## config.mk

```make
export PLATFORM = sky130hd
export DESIGN_NAME = program_counter
export DESIGN_NICKNAME = d
export VERILOG_FILES = /design/src/rtl/pc_pkg.sv /design/src/rtl/pc_next.sv /design/src/rtl/program_counter.sv
export SDC_FILE = /design/constraint.sdc
export NUM_CORES = 1
export LEC_CHECK = 0
export CORE_AREA = 4 4 95 133
export DETAILED_ROUTE_END_ITERATION = 7
export DIE_AREA = 0 0 99 137
export GPL_ROUTABILITY_DRIVEN = 0
export PLACE_DENSITY_LB_ADDON = 0.1
export SKIP_CTS_REPAIR_TIMING = 1
export SYNTH_ARGS = -nofsm -noshare
export SYNTH_HDL_FRONTEND = slang
export SYNTH_SLANG_ARGS = --single-unit
export TNS_END_PERCENT = 100
```

## constraint.sdc

```tcl
create_clock -name clk -period 4.45 [get_ports clk]
set_input_delay 0.89 -clock clk [delete_from_list [all_inputs] [get_ports clk]]
set_output_delay 0.89 -clock clk [all_outputs]
set_load 0.02 [all_outputs]
```

## src/rtl/pc_pkg.sv

```systemverilog
// Shared widths, PC type and offset helper for the fetch-stage program counter.
package pc_pkg;

    localparam int unsigned PC_W             = 32;
    localparam int unsigned IMM_W            = 16;
    localparam int unsigned JMP_W            = 26;
    localparam int unsigned INC_STEP_DEFAULT = 4;

    typedef logic [PC_W-1:0] pc_t;

    // Sign-extend a word offset to PC width and convert it to a byte offset.
    function automatic pc_t sext_word_off(input logic [JMP_W-1:0] off);
        return pc_t'({{(PC_W-JMP_W){off[JMP_W-1]}}, off} << 2);
    endfunction

endpackage

```

## src/rtl/pc_next.sv

```systemverilog
// Combinational next-PC selection: register load, sequential step or relative offset.
// Word alignment of the result is applied when PC_ALIGN_EN is defined.
module pc_next
    import pc_pkg::*;
#(
    parameter int unsigned INC_STEP = INC_STEP_DEFAULT
) (
    input  logic             load_new_PC,
    input  logic             sel_inc,
    input  pc_t              pc_val,
    input  pc_t              RS1_val,
    input  logic [IMM_W-1:0] immediate,
    input  logic [JMP_W-1:0] value,
    output pc_t              next_pc_c
);

    pc_t imm_off_c;
    pc_t jmp_off_c;
    pc_t raw_c;

    // Branch field is widened to the jump width first so one helper serves both.
    assign imm_off_c = sext_word_off({{(JMP_W-IMM_W){immediate[IMM_W-1]}}, immediate});
    assign jmp_off_c = sext_word_off(value);

    always_comb begin
        raw_c = pc_val + PC_W'(INC_STEP);
        if (load_new_PC) begin
            raw_c = RS1_val;
        end else if (!sel_inc) begin
            raw_c = pc_val + imm_off_c + jmp_off_c;
        end
    end

`ifdef PC_ALIGN_EN
    assign next_pc_c = {raw_c[PC_W-1:2], 2'b00};
`else
    assign next_pc_c = raw_c;
`endif

endmodule

```

## src/rtl/program_counter.sv

```systemverilog
// Fetch-stage program counter register with async reset and stall (enable).
// Optional build macro PC_ALIGN_EN forces every new PC value to word alignment.
module program_counter
    import pc_pkg::*;
#(
    parameter pc_t         RESET_VECTOR = 32'h0000_0000,
    parameter int unsigned INC_STEP     = INC_STEP_DEFAULT
) (
    input  logic             clk,
    input  logic             reset_n,
    input  logic             enable_PC,
    input  logic             load_new_PC,
    input  logic             sel_inc,
    input  pc_t              RS1_val,
    input  logic [IMM_W-1:0] immediate,
    input  logic [JMP_W-1:0] value,
    output pc_t              pc_val
);

    pc_t next_pc_c;

    pc_next #(
        .INC_STEP (INC_STEP)
    ) u_pc_next (
        .load_new_PC (load_new_PC),
        .sel_inc     (sel_inc),
        .pc_val      (pc_val),
        .RS1_val     (RS1_val),
        .immediate   (immediate),
        .value       (value),
        .next_pc_c   (next_pc_c)
    );

    // PC register; a low enable stalls fetch by holding the current address.
    always_ff @(posedge clk or negedge reset_n) begin
        if (!reset_n) begin
            pc_val <= RESET_VECTOR;
        end else if (enable_PC) begin
            pc_val <= next_pc_c;
        end
    end

endmodule

```

==> results.py <==
metrics = {
    "placed_design": {
        "dpl.hpwl_um": 12230,
        "place_inst": 778,
        "port_buffers": 110,
        "place_area_um2": 5817,
    },
    "setup_path": {
        "crit_path_max_fanout": 4,
        "r2r_slack_ps": 1220,
        "arrival_ps": 4010,
        "timing.rr.end": "pc_val[29]",
        "worstPathRequired_ps": 4630,
        "r2r-start": "pc_val[3]",
        "critPathKind": "input pin to flip-flop",
        "crit_path_start_kind": "input pin",
        "end_kind": "flip-flop",
        "reg2reg_depth": 10,
    },
    "hold_path": {
        "hold_end": "pc_val[0]",
        "min_from": "pc_val[0]",
        "whs_path_depth": 1,
        "min_path_type": "flip-flop to flip-flop",
    },
    "clocking": {
        "cts-root-buf": "clkbuf_16",
        "clkSlewWorstSetupHoldPaths_ps": 60,
        "cts_tree": "done",
        "clock_latency_ps": 290,
        "clk_path_buf_depth": 2,
        "h-tree-depth": 2,
        "cts_buffers": 5,
        "clock_sinks": 32,
    },
    "floorplanning": {
        "start_util": 0.3980,
        "fp.dieH_um": 137,
        "dieArea_um2": 13560,
        "core_um2": 11340,
        "chipWidth_um": 99,
        "pin_count": 111,
        "rows": 46,
    },
    "timing": {
        "fin_setup_tns_ps": 0,
        "finClkSkew_ps": 4.599,
        "min_period_ps": 3828,
        "worst_pin_slew_ps": 700.1,
        "hold_viol": 0,
        "period_share": 0.8602,
        "setup_viol": 0,
        "fmax_mhz": 261.2,
        "slew_viol_final": 0,
        "rsz0062_at_grt": "false",
        "maxSlewHeadroom": 0.5315,
    },
    "logic_synthesis": {
        "yosysMostFrequentCell": "nand2_1",
        "yosysTopAreaCell": "dfrtp_1",
        "syn_area_um2": 4513,
        "synthTopCellsByArea": "dfrtp_1, fa_1, ha_1",
        "syn_avg_cell_area_um2": 8.499,
        "yosys-mux-area-fraction": 0.02578,
        "synth_edf_count": 0,
        "synth_common_cells": "nand2_1, a21oi_1, o21ai_0, dfrtp_1, nor2_1",
        "synth_compound_area_frac": 0.2753,
        "synth_xor_area_frac": 0.06404,
        "synth_top_area_frac": 0.1774,
        "synthDistinctLibCells": 72,
        "synth_seq_area_share": 0.1774,
        "synth_cells": 531,
        "synth_top_family_by_area": "compound AO/OA/AOI/OAI gates",
        "synth_ff_type": "dfrtp_1",
        "synthSimpleGateAreaFrac": 0.2063,
        "mappedNetlistNets": 670,
        "ys_ff_latch": 32,
        "synthAdderAreaFrac": 0.2162,
        "synthArstFlopShare": 1.000,
        "yosys_warnings": 0,
    },
    "drt": {
        "wl_per_cell_um": 19.55,
        "drcViolationCount": 0,
        "ant_nets": 0,
        "routed_wl_um": 15370,
        "drt_iter0_drc": 377,
        "vias": 4692,
        "dr.pass1.iters": 5,
        "vias_per_cell": 5.969,
    },
    "power": {
        "p_per_area_nw_per_um2": 563.5,
        "leakagePower_uw": 0.002442,
        "ir_worst_vdd_mv": 0.3613,
    },
    "grt": {
        "grt_max_degree": 33,
        "antenna_found_initial": 0,
        "grt_first_pass_wirelength_um": 24760,
        "grt.overflow.total": 0,
        "grt_use_total": 0.2299,
        "grt_pass1_vias": 4768,
    },
    "final_layout": {
        "max_flop_register": "pc_val",
        "largestRegisters": "pc_val (32)",
        "synthToLayoutAreaGrowth_pct": 32.13,
        "final_cells": 786,
        "design_area_um2": 5963,
        "layout.nets": 780,
        "post-route-util": 0.5259,
        "drive_above_1_share": 0.08255,
        "largest_reg_flops": 32,
        "antenna_cells": 0,
    },
    "job": {
        "drv_cap": 0,
    },
    "status": {
        "run_status": "complete, no violations",
    },
}
## stage by stage
step	setup slack (ps)	power (uW)	hold slack (ps)
6_report	621.9	3360	514.8
5_1_grt	460.5	3646	531.1
4_1_cts	604.3	3355	516.2
3_5_place_dp	304.8	2973	501.7
3_3_place_gp	372.8	2946	489.6
2_1_floorplan	1019	2222	594.4
## final cells by class
cell class                 count  area (um^2)
fill                        1061         5375
multi-input combinational    458         3555
timing repair buffer         122         1199
sequential                    32        800.8
tap                          144        180.2
clock buffer                   8        146.4
inverter                      22        82.58
## cells by family (layout without fill, tap and decap cells)
group	Yosys count	after routing
AOI/OAI and AO/OA	178	178
xor gates and xnor gates	33	33
muxes	11	11
DFF	32	32
and+or+nand+nor	176	176
buffers and inverters	41	152
adders and majority gates	60	60
## cells in the final DEF, fill, tap and decap left out, drive strengths merged, types with 5 or more instances in the layout
| master | Yosys | final |
|---|---|---|
| a211o | 6 | 6 |
| a211oi | 9 | 9 |
| a21o | 14 | 14 |
| a21oi | 44 | 44 |
| a221oi | 6 | 6 |
| a22oi | 5 | 5 |
| a31oi | 6 | 6 |
| and3 | 15 | 15 |
| buf | 7 | 13 |
| clkbuf | 12 | 8 |
| clkdlybuf4s50 | 0 | 109 |
| dfrtp | 32 | 32 |
| fa | 30 | 30 |
| ha | 30 | 30 |
| inv | 22 | 22 |
| mux2 | 5 | 5 |
| mux2i | 6 | 6 |
| nand2 | 55 | 55 |
| nand3 | 19 | 19 |
| nand4 | 8 | 8 |
| nor2 | 33 | 33 |
| nor2b | 10 | 10 |
| nor3 | 8 | 8 |
| o211ai | 6 | 6 |
| o21ai | 42 | 42 |
| o22ai | 8 | 8 |
| xnor2 | 18 | 18 |
| xor2 | 15 | 15 |
## per-layer routing
metal | vias to the layer above | wire length (um) | track usage
met3 | 31 | 827 | 0.02601
met5 | - | 0 | 0
met1 | 2277 | 6030 | 0.2737
met4 | 0 | 425 | 0.08960
met2 | 197 | 8086 | 0.4189
li1 | 2187 | - | -
## worst max-delay path, cell delays in order
cell and delay, ps:
clkdlybuf4s50_1 430, fa_1 490, ha_1 240, fa_1 410, a21o_1 220, a221oi_4 290, o2bb2ai_2 140, a211o_1 340
a211oi_2 240, xor2_1 90, a221oi_1 240
## worst max-delay path by stage
stage / slack [ps] / cells past startpoint / from / to
3_3_place_gp: 370 / 11 / value[1] / pc_val[29]
3_5_place_dp: 300 / 11 / value[1] / pc_val[29]
4_1_cts: 600 / 11 / value[1] / pc_val[29]
5_1_grt: 460 / 11 / value[1] / pc_val[29]
2_1_floorplan: 1020 / 10 / value[1] / pc_val[29]
6_report: 620 / 11 / value[1] / pc_val[29]
## power breakdown
part           internal (uW)  switching [uW]
Sequential               382             187
Clock                    224             143
Combinational           1080            1340
Note: power is estimated with default switching activity, not from simulation.
